`config.mk`:
```
export PLATFORM = sky130hd
export DESIGN_NAME = os_inst_sequencer
export DESIGN_NICKNAME = d
export VERILOG_FILES = /design/src/rtl/os_inst_sequencer.sv
export SDC_FILE = /design/constraint.sdc
export NUM_CORES = 1
export LEC_CHECK = 0
export CORE_MARGIN = 2
export CORE_UTILIZATION = 55
export DETAILED_ROUTE_END_ITERATION = 7
export DONT_BUFFER_PORTS = 1
export GPL_TIMING_DRIVEN = 0
export PLACE_DENSITY = 0.78
export SYNTH_ARGS = -nofsm -noshare
export SYNTH_HDL_FRONTEND = slang
export SYNTH_SLANG_ARGS = --single-unit
```
`constraint.sdc`:
```
create_clock -name clk -period 4.6 [get_ports clk]
set_input_delay 0.92 -clock clk [delete_from_list [all_inputs] [get_ports clk]]
set_output_delay 0.92 -clock clk [all_outputs]
set_load 0.01 [all_outputs]
```
`src/rtl/os_inst_sequencer.sv`:
```
// ---------------------------------------------------------------------------
// os_inst_sequencer
//
// Generates the 40-bit instruction stream for the output-stationary core.
// For each of cfg_tiles tiles it:
//   1. FEED  : streams activation/weight xmem address pairs, stalling while
//              L0 or IFIFO cannot accept,
//   2. DRAIN : issues drain_len shift cycles (mode=1, load=1),
//   3. FLUSH : idles ctrl_dly+2 cycles so delayed controls and the l0/ififo
//              read strobes land,
//   4. READ  : reads `row` results from the OFIFO, writing each one into
//              pmem on the following cycle.
//
// Parameters
//   row        OFIFO results read per tile
//   len_nij    maximum vectors per tile (sizes cfg_len)
//   drain_len  shift cycles per tile
//   ctrl_dly   extra register stages on mode/execute/load (must be >= 1)
//
// Ports
//   clk, reset      clock, asynchronous active-high reset
//   start           single-cycle start pulse, sampled only in IDLE
//   cfg_len         vectors per tile (0..len_nij)
//   cfg_tiles       number of tiles
//   cfg_act_base    xmem bank-0 activation base address
//   cfg_wgt_base    xmem bank-1 weight base address
//   cfg_psum_base   pmem base address
//   l0_ready        L0 can accept a vector
//   ififo_ready     IFIFO can accept a vector
//   ofifo_valid     OFIFO holds a full row
//   inst            registered core instruction word
//   busy            high from the cycle after an accepted start until done
//   done            one-cycle pulse after the last pmem write
// ---------------------------------------------------------------------------
module os_inst_sequencer #(
  parameter int row       = 8,
  parameter int len_nij   = 27,
  parameter int drain_len = 16,
  parameter int ctrl_dly  = 3
) (
  input  logic                             clk,
  input  logic                             reset,
  input  logic                             start,
  input  logic [$clog2(len_nij+1)-1:0]     cfg_len,
  input  logic [3:0]                       cfg_tiles,
  input  logic [7:0]                       cfg_act_base,
  input  logic [7:0]                       cfg_wgt_base,
  input  logic [8:0]                       cfg_psum_base,
  input  logic                             l0_ready,
  input  logic                             ififo_ready,
  input  logic                             ofifo_valid,
  output logic [39:0]                      inst,
  output logic                             busy,
  output logic                             done
);

  localparam int LW = $clog2(len_nij + 1);
  localparam int DW = $clog2(drain_len + 1);
  localparam int FW = $clog2(ctrl_dly + 3);
  localparam int JW = $clog2(row + 1);

  // All CEN/WEN high, everything else low.
  localparam logic [39:0] IDLE_WORD = 40'h30_0403_0000;

  // mode/execute/load encodings, bit order {mode, execute, load}
  localparam logic [2:0] CTRL_NONE  = 3'b000;
  localparam logic [2:0] CTRL_FEED  = 3'b110;
  localparam logic [2:0] CTRL_DRAIN = 3'b101;

  typedef enum logic [2:0] {
    S_IDLE,
    S_FEED,
    S_DRAIN,
    S_FLUSH,
    S_READ,
    S_DONE
  } state_t;

  state_t          state_q,     state_d;
  logic [LW-1:0]   k_q,         k_d;
  logic [3:0]      tile_q,      tile_d;
  logic [LW-1:0]   len_q,       len_d;
  logic [3:0]      tiles_q,     tiles_d;
  logic [7:0]      act_tile_q,  act_tile_d;   // act_base + tile*cfg_len
  logic [7:0]      wgt_base_q,  wgt_base_d;
  logic [8:0]      psum_tile_q, psum_tile_d;  // psum_base + tile*row
  logic [DW-1:0]   drain_cnt_q, drain_cnt_d;
  logic [FW-1:0]   flush_cnt_q, flush_cnt_d;
  logic [JW-1:0]   j_q,         j_d;
  logic            wr_pend_q,   wr_pend_d;    // an ofifo_rd awaits its pmem write
  logic            busy_q,      busy_d;
  logic            done_q,      done_d;
  logic [39:0]     inst_q,      inst_d;

  // Control delay line: stage 0 is loaded in the same cycle the address
  // fields are registered into inst_q, so after ctrl_dly stages plus the
  // inst register the controls trail their addresses by exactly ctrl_dly.
  logic [2:0]      ctrl_pipe_q [ctrl_dly];
  logic [2:0]      ctrl_pipe_d [ctrl_dly];
  logic [2:0]      ctrl_raw;

  // Per-cycle instruction fields before packing
  logic            cen_p, wen_p, cen1, cen0, wen0, ofifo_rd;
  logic [8:0]      a_p;
  logic [7:0]      a1, a0;

  genvar gi;
  generate
    for (gi = 0; gi < ctrl_dly; gi++) begin : g_ctrl
      if (gi == 0) begin : g_head
        assign ctrl_pipe_d[gi] = ctrl_raw;
      end else begin : g_tail
        assign ctrl_pipe_d[gi] = ctrl_pipe_q[gi-1];
      end
    end
  endgenerate

  always_comb begin
    state_d     = state_q;
    k_d         = k_q;
    tile_d      = tile_q;
    len_d       = len_q;
    tiles_d     = tiles_q;
    act_tile_d  = act_tile_q;
    wgt_base_d  = wgt_base_q;
    psum_tile_d = psum_tile_q;
    drain_cnt_d = drain_cnt_q;
    flush_cnt_d = flush_cnt_q;
    j_d         = j_q;
    wr_pend_d   = wr_pend_q;
    busy_d      = busy_q;
    done_d      = 1'b0;

    cen_p    = 1'b1;
    wen_p    = 1'b1;
    a_p      = '0;
    cen1     = 1'b1;
    a1       = '0;
    cen0     = 1'b1;
    wen0     = 1'b1;
    a0       = '0;
    ofifo_rd = 1'b0;
    ctrl_raw = CTRL_NONE;

    case (state_q)
      S_IDLE: begin
        if (start) begin
          len_d       = cfg_len;
          tiles_d     = cfg_tiles;
          act_tile_d  = cfg_act_base;
          wgt_base_d  = cfg_wgt_base;
          psum_tile_d = cfg_psum_base;
          k_d         = '0;
          tile_d      = '0;
          busy_d      = 1'b1;
          if ((cfg_len == '0) || (cfg_tiles == 4'd0)) begin
            state_d = S_DONE;
          end else begin
            state_d = S_FEED;
          end
        end
      end

      S_FEED: begin
        // Ready is sampled in the very cycle the word is registered, so a
        // not-ready cycle simply leaves xmem disabled and k unchanged.
        if (l0_ready && ififo_ready) begin
          cen0     = 1'b0;
          a0       = act_tile_q + 8'(k_q);
          cen1     = 1'b0;
          a1       = wgt_base_q + 8'(k_q);
          ctrl_raw = CTRL_FEED;
          k_d      = k_q + LW'(1);
          if (k_q == len_q - LW'(1)) begin
            drain_cnt_d = '0;
            state_d     = S_DRAIN;
          end
        end
      end

      S_DRAIN: begin
        ctrl_raw    = CTRL_DRAIN;
        drain_cnt_d = drain_cnt_q + DW'(1);
        if (drain_cnt_q == DW'(drain_len - 1)) begin
          flush_cnt_d = '0;
          state_d     = S_FLUSH;
        end
      end

      S_FLUSH: begin
        flush_cnt_d = flush_cnt_q + FW'(1);
        if (flush_cnt_q == FW'(ctrl_dly + 1)) begin
          j_d       = '0;
          wr_pend_d = 1'b0;
          state_d   = S_READ;
        end
      end

      S_READ: begin
        // Reads and writes alternate: each ofifo_rd is followed by the pmem
        // write of that result before the next read is considered.
        if (wr_pend_q) begin
          cen_p     = 1'b0;
          wen_p     = 1'b0;
          a_p       = psum_tile_q + 9'(j_q) - 9'd1;
          wr_pend_d = 1'b0;
          if (j_q == JW'(row)) begin
            tile_d      = tile_q + 4'd1;
            k_d         = '0;
            act_tile_d  = act_tile_q + 8'(len_q);
            psum_tile_d = psum_tile_q + 9'(row);
            if (tile_q + 4'd1 == tiles_q) begin
              state_d = S_DONE;
            end else begin
              state_d = S_FEED;
            end
          end
        end else if (ofifo_valid && (j_q < JW'(row))) begin
          ofifo_rd  = 1'b1;
          j_d       = j_q + JW'(1);
          wr_pend_d = 1'b1;
        end
      end

      S_DONE: begin
        done_d  = 1'b1;
        busy_d  = 1'b0;
        state_d = S_IDLE;
      end

      default: begin
        state_d = S_IDLE;
      end
    endcase

    // Buffer strobes are derived from the previously registered word:
    // l0_wr/ififo_wr follow an xmem read by one cycle, and the matching
    // reads follow the writes by one more.
    inst_d = {2'b00,
              cen_p, wen_p, a_p,
              cen1, a1,
              cen0, wen0, a0,
              ofifo_rd,
              ~inst_q[26],
              inst_q[6],
              inst_q[3],
              ~inst_q[17] & inst_q[16],
              ctrl_pipe_q[ctrl_dly-1]};
  end

  always_ff @(posedge clk or posedge reset) begin
    if (reset) begin
      state_q     <= S_IDLE;
      k_q         <= '0;
      tile_q      <= '0;
      len_q       <= '0;
      tiles_q     <= '0;
      act_tile_q  <= '0;
      wgt_base_q  <= '0;
      psum_tile_q <= '0;
      drain_cnt_q <= '0;
      flush_cnt_q <= '0;
      j_q         <= '0;
      wr_pend_q   <= 1'b0;
      busy_q      <= 1'b0;
      done_q      <= 1'b0;
      inst_q      <= IDLE_WORD;
      for (int i = 0; i < ctrl_dly; i++) begin
        ctrl_pipe_q[i] <= CTRL_NONE;
      end
    end else begin
      state_q     <= state_d;
      k_q         <= k_d;
      tile_q      <= tile_d;
      len_q       <= len_d;
      tiles_q     <= tiles_d;
      act_tile_q  <= act_tile_d;
      wgt_base_q  <= wgt_base_d;
      psum_tile_q <= psum_tile_d;
      drain_cnt_q <= drain_cnt_d;
      flush_cnt_q <= flush_cnt_d;
      j_q         <= j_d;
      wr_pend_q   <= wr_pend_d;
      busy_q      <= busy_d;
      done_q      <= done_d;
      inst_q      <= inst_d;
      for (int i = 0; i < ctrl_dly; i++) begin
        ctrl_pipe_q[i] <= ctrl_pipe_d[i];
      end
    end
  end

  assign inst = inst_q;
  assign busy = busy_q;
  assign done = done_q;

endmodule

```
==> reports/summary.txt, run 1 <==
Synthesized area - 0.00544 sq mm
Worst setup SP type - flip-flop
Placed Cells - 667
Tcrit/Tclk final - 0.492
Unique masters post-synth - 62
I/O Buffers - 0
Flop pwr share - 0.392
Synth Area per Inst - 10.2 sq um
Net Sw Power - 1610 uW
# DRC - 0
GRT busiest layer - met2
Crit path arrival time - 2.53 ns
CP Capture Type - flip-flop
Max Fclk - 442 MHz
Total track usage - 0.224
Final wirelength - 11400 microns
Root Driver - clkbuf_8
Leakage Power - 0.00278 uW
Slew margin rel. - 0.514
Crit-path leading delay family - adder cells
FP Rows - 36
Starting DRC count in detailed routing - 180
Hold crit path type - flip-flop to flip-flop
Sw Share - 0.416
Layout Cells excl Fill - 683
CP max stage cell - fa_1
Antenna Diode Count - 0
Maximum level of the CTS H-tree - 3
Cts hold-fix bufs - 0
M3 GR Usage - 0.0591
Vias in the first global route - 3681
Async set-reset flop share out of synthesis - 1.00
Flops & latches, synth - 103
CTS buffer count - 9
Worst path bufs/invs - 2
Grt met1 use - 0.297
Hpwl dp - 8390 microns
Final Hold Viols - 0
Measured slew at the worst slew-check pin - 0.725 ns
Top FF cell, synth - dfrtp_1
Die Y - 103 microns
Max-slew violation count - 0
Worst hold slack - 0.359 ns
Initial Utilization - 0.562
Post-CTS Setup Bufs - 0
Setup-failing EPs final - 0
Global-route wire length before repair - 18200 microns
Run status - finished, final reports clean
CP max stage delay - 0.41 ns
Int Pwr - 2260 uW
Critical path class - flip-flop to flip-flop
Setup TNS - 0 ns
Post-layout minimum cycle time - 2.26 ns
Top Ports - 82
DR vias - 3892
Initial antenna violation count - 0
Total Die Area - 0.0107 sq mm
Synthesized netlist cell count - 532
Clock latency on the worst-skew pair - 0.38 ns
EDFF count, synth - 0
CP Max Fanout - 3
RSZ-0062 raised after global routing - no
GR Util met2 - 0.357
ANT nets after route - 0
CTS Buffer Depth - 2
Clock sinks - 103
Post-CTS sizing - 0
Cells along the critical path - inv_1 -> ha_1 -> inv_1 -> ha_1 -> fa_1 -> a21o_1 -> a21o_1 -> a21oi_1 -> or4b_1 -> nand3_1
Sequential element share of the synthesized area - 0.474
Cell Pwr Density - 664 mW/mm^2
Average vias per placed instance - 5.70
Max-cap check violation count - 0
Die Wd - 103 microns
Synth Warn # - 0
Grt total ovfl - 0
DRT Pass-1 Iters - 4
WP data required - 4.86 ns
VDD IR max - 0.240 mV
Power Total - 3870 uW
Mean routed wirelength per cell - 16.6 microns
Area Growth Syn to Fin - 6.99%
Fraction of layout cells with a size suffix above 1 - 0.107
Clock Skew - 0.0134 ns
Largest net degree at the start of global routing - 63
Clock transition at the registers of the reported paths - 0.10 ns
Core area - 0.00968 sq mm
TritonCTS clock tree - yes
Placer Congestion - 0.846
Nets - 628
Logic pwr share - 0.469
Clk pwr share - 0.139
## Yosys cell counts (all sizes together), types with 3 or more instances
master	instances	share of area
dfrtp	101	0.46
nand2	45	0.031
o21ai	41	0.038
ha	39	0.090
inv	39	0.027
a21oi	32	0.029
nor2	28	0.019
buf	16	0.021
mux2	15	0.031
xnor2	14	0.023
nand3	13	0.012
a21o	12	0.017
clkbuf	9	0.0062
xor2	9	0.014
a211oi	8	0.012
nor2b	8	0.0092
or3	8	0.0092
and3	6	0.0069
nor3	6	0.0085
nor3b	6	0.0092
o211ai	6	0.0083
and2	5	0.0057
nand4	5	0.0057
or4	5	0.0069
a31oi	4	0.0046
fa	4	0.015
a22o	3	0.0048
nand2b	3	0.0034
o22ai	3	0.0034
## logic make-up (layout without fill, tap and decap cells)
| logic type | count (synthesis) | in the layout | share of synthesized area |
|---|---|---|---|
| DFF | 103 | 103 | 0.474 |
| adders and majority gates | 43 | 43 | 0.104 |
| other | 2 | 3 | 0.00138 |
| AOI/OAI and AO/OA | 130 | 130 | 0.149 |
| and+or+nand+nor | 149 | 149 | 0.145 |
| buffers and inverters | 65 | 82 | 0.0550 |
| muxes | 17 | 17 | 0.0347 |
| xor gates and xnor gates | 23 | 23 | 0.0370 |
## cell type report
type                       count  area (sq um)
clock inverter                 6          52.6
timing repair buffer           1          27.5
inverter                      40           153
clock buffer                  10           128
sequential                   103          2580
multi-input combinational    365          2570
tap                          133           166
fill                         784          3860
buffer                        25           149
## cell usage in the layout (no fill, tap or decap), drive strengths merged, types with 6 or more instances in the layout
cell      n
and3      6
nor3b     6
a21oi    32
nor2     28
ha       39
or3       8
buf      17
a21o     12
o21ai    41
a211oi    8
mux2     15
nor3      6
o211ai    6
nand3    13
xor2      9
xnor2    14
inv      42
dfrtp   101
nand2    45
clkbuf   19
nor2b     8
## per-layer routing
layer	vias to the layer above	wire [microns]	part of all wire
li1	1890	-	-
met1	1902	4950	0.44
met2	84	5440	0.48
met3	16	747	0.066
met4	0	223	0.020
met5	-	0	0
## through the flow
step,setup slack [ns],instance area [sq um],util
2_1_floorplan,0.979,5450,-
5_1_grt,2.13,5820,0.601
6_report,2.34,5820,0.601
3_3_place_gp,0.0145,5610,0.579
3_5_place_dp,2.34,5640,0.583
4_1_cts,2.33,5820,0.601
## registers in the layout, summed over array words and instances (netlist names)
register     cells
j_q              4
act_tile_q       8
flush_cnt_q      3
ctrl_pipe_d      6
drain_cnt_q      5
state_q          3
wgt_base_q       8
done             1
busy             1
k_q              5
wr_pend_q        1
len_q            5
tile_q           4
psum_tile_q      9
ctrl_pipe_q      3
inst            33
tiles_q          4
## path summary, 6_finish.rpt
| check | end | startpoint | cells after the start | slack, ns |
|---|---|---|---|---|
| setup / recovery | inst[34] | j_q[1] | 10 | 2.34 |
| hold / removal | inst[1] | ctrl_pipe_q[1] | 0 | 0.36 |
| setup reg to reg | inst[34] | j_q[1] | 10 | 2.34 |
| hold reg to reg | inst[1] | ctrl_pipe_q[1] | 0 | 0.36 |
| max in group asynchronous | inst[26] | reset | 2 | 3.42 |
| min in group asynchronous | psum_tile_q[6] | reset | 1 | 0.45 |
## power by group through the flow
stage / Combinational [uW] / Sequential (uW) / Clock, uW
floorplan: 1470 / 1440 / 0
global placement: 1690 / 1510 / 0
detailed placement: 1780 / 1530 / 0
CTS: 1810 / 1520 / 548
global route: 2050 / 1560 / 586
finish: 1810 / 1520 / 538
(Power assumes the default switching activity.)
==> run 2: changes to the inputs <==
==> constraint.sdc (replaced) <==
create_clock -name clk -period 2.2 [get_ports clk]
set_input_delay 0.44 -clock clk [delete_from_list [all_inputs] [get_ports clk]]
set_output_delay 0.44 -clock clk [all_outputs]
set_load 0.01 [all_outputs]
==> run 2 against run 1 <==
  * Register-to-register slack lost 2.3 ns
  * Critical path depth shrank 1
  * Combinational power grew 120%
  * Cell area grew 2.2%
  * Clock-buffer cell count is the same
  * Setup slack lost 2.3 ns
  * Die area is the same
  * Sequential power grew 110%
  * Global-route usage grew 0.53 points
  * Hold slack lost 0.32 ns
==> reports/summary.txt, run 2 (synthesized netlist as in run 1, its figures left out) <==
Worst hold slack - 0.0372 ns (was 0.359 ns)
Measured slew at the worst slew-check pin - 0.751 ns (was 0.725 ns)
Total track usage - 0.229 (was 0.224)
Cell Pwr Density - 1410 mW/mm^2 (was 664 mW/mm^2)
Global-route wire length before repair - 18700 microns (was 18200 microns)
Mean routed wirelength per cell - 16.8 microns (was 16.6 microns)
Commonest non-fill, non-tap cell in the layout - dfrtp_1 (unchanged)
Hold crit path type - input port to asynchronous set/reset pin (was flip-flop to flip-flop)
Top Ports - 82 (unchanged)
Starting DRC count in detailed routing - 116 (was 180)
DRT met1 WL - 4670 microns (was 4950 microns)
Total Die Area - 0.0107 sq mm (unchanged)
Met2 WL - 5820 microns (was 5440 microns)
Core area - 0.00968 sq mm (unchanged)
Met3 Wirelength - 888 microns (was 747 microns)
ANT nets after route - 0 (unchanged)
Initial antenna violation count - 0 (unchanged)
CTS buffer count - 9 (unchanged)
CP Capture Type - flip-flop (unchanged)
# DRC - 0 (unchanged)
Fillers - 776 (was 784)
Run status - finished, final reports clean (unchanged)
Critical path class - flip-flop to flip-flop (unchanged)
Maximum level of the CTS H-tree - 3 (unchanged)
Vias in the first global route - 3853 (was 3681)
Max reg flops - 33 (unchanged)
Clock sinks - 103 (unchanged)
I/O Buffers - 0 (unchanged)
Final Hold Viols - 0 (unchanged)
DR vias - 3942 (was 3892)
Layout Cells excl Fill - 689 (was 683)
Clock transition at the registers of the reported paths - 0.11 ns (was 0.10 ns)
Setup-failing EPs final - 0 (unchanged)
Max-cap check violation count - 0 (unchanged)
Area of the multi-input gates - 0.00263 sq mm (was 0.00257 sq mm)
Area Growth Syn to Fin - 9.31% (was 6.99%)
Max-slew violation count - 0 (unchanged)
Clock latency on the worst-skew pair - 0.38 ns (about the same)
Die Y - 103 microns (unchanged)
Largest net degree at the start of global routing - 42 (was 63)
Nets - 634 (was 628)
DP Worst Slack - -0.0513 ns (was 2.34 ns)
FP Rows - 36 (unchanged)
Tcrit/Tclk final - 0.971 (was 0.492)
Leakage Power - 0.00283 uW (was 0.00278 uW)
Worst setup SP type - flip-flop (unchanged)
CTS Buffer Depth - 2 (unchanged)
Final wirelength - 11600 microns (was 11400 microns)
Crit path arrival time - 2.46 ns (was 2.53 ns)
Root Driver - clkbuf_8 (unchanged)
Max Fclk - 468 MHz (was 442 MHz)
WP data required - 2.52 ns (was 4.86 ns)
DRT Pass-1 Iters - 5 (was 4)
Final setup margin - 0.0645 ns (was 2.34 ns)
CP Max Fanout - 3 (unchanged)
Antenna Diode Count - 0 (unchanged)
Hpwl dp - 8770 microns (was 8390 microns)
Uppermost layer routed - met4 (unchanged)
Post-layout minimum cycle time - 2.14 ns (was 2.26 ns)
Reg area - 0.00258 sq mm (about the same)
Most frequent cells in the layout - dfrtp_1, nand2_1, o21ai_0, ha_1, inv_1 (unchanged)
Fraction of layout cells with a size suffix above 1 - 0.146 (was 0.107)
Average vias per placed instance - 5.72 (was 5.70)
VDD IR max - 0.526 mV (was 0.240 mV)
Clock Skew - 0.0139 ns (was 0.0134 ns)
Slew margin rel. - 0.498 (was 0.514)
Die Wd - 103 microns (unchanged)
Grt total ovfl - 0 (unchanged)
Placed Cells - 668 (was 667)
TritonCTS clock tree - yes (unchanged)
Placer Congestion - 0.853 (was 0.846)
Initial Utilization - 0.562 (unchanged)
==> run 2: changes by cell type in the layout (fill, tap and decap cells not counted), sizes merged <==
| cell | change |
|---|---|
| inv | +1 |
| clkbuf | +1 |
| clkinv | -2 |
| clkinvlp | +1 |
| buf | +5 |
==> run 2: what timing repair did <==
item,4_1_cts,5_1_grt
endpoints found under the setup margin,6,30
buffers inserted,0,5
pin swaps,0,6
resized for setup,3,22
cloned,0,0
hold buffers,0,0
==> run 2: cell type report <==
cell class | count | share of cell area
well taps | 133 | 0.0280
clock inverters | 6 | 0.0101
plain buffers | 25 | 0.0259
repair buffers | 7 | 0.0130
inverters | 40 | 0.0259
multi-input cells | 365 | 0.441
clock buffers | 10 | 0.0215
flip-flops and latches | 103 | 0.434
==> run 2: where the power goes <==
group / internal [uW] / switching (uW)
registers: 2520 / 648
clock network: 447 / 721
logic: 1930 / 2140
total: 4900 / 3510
==> run 2: critical path, stage by stage, from the launching register on <==
cell and delay (ns):
dfrtp_1 0.40, inv_2 0.07, ha_1 0.27, inv_1 0.06, ha_1 0.29, a21o_1 0.12
a21o_1 0.18, a21oi_2 0.09, or4b_4 0.53, nand3_2 0.07
==> run 2: per-layer routing <==
metal	track usage	vias to the layer above
li1	-	1900
met2	0.379	97
met1	0.286	1927
met3	0.0652	18
met4	0.0891	0
met5	0	-
==> run 2: path summary, 6_finish.rpt <==
kind,start,cells after the start,end,slack [ns]
worst max register to register,j_q[2],9,inst[33],0.06
min in group clk,cfg_len[1],2,len_q[1],0.18
worst max-delay path,j_q[2],9,inst[33],0.06
worst min register to register,ctrl_pipe_q[1],0,inst[1],0.36
max in group asynchronous,reset,2,inst[36],1.46
worst min-delay path,reset,1,ctrl_pipe_d[4],0.04
==> run 2: metrics by stage <==
step | total power [uW] | util | TNS [ns] | cell area (sq um)
floorplan | 6100 | - | 0 | 5450
global placement | 6700 | 0.580 | -0.0252 | 5620
detailed placement | 6980 | 0.584 | -0.137 | 5660
CTS | 8200 | 0.605 | 0 | 5860
global route | 9140 | 0.614 | -0.0297 | 5950
finish | 8400 | 0.614 | 0 | 5950
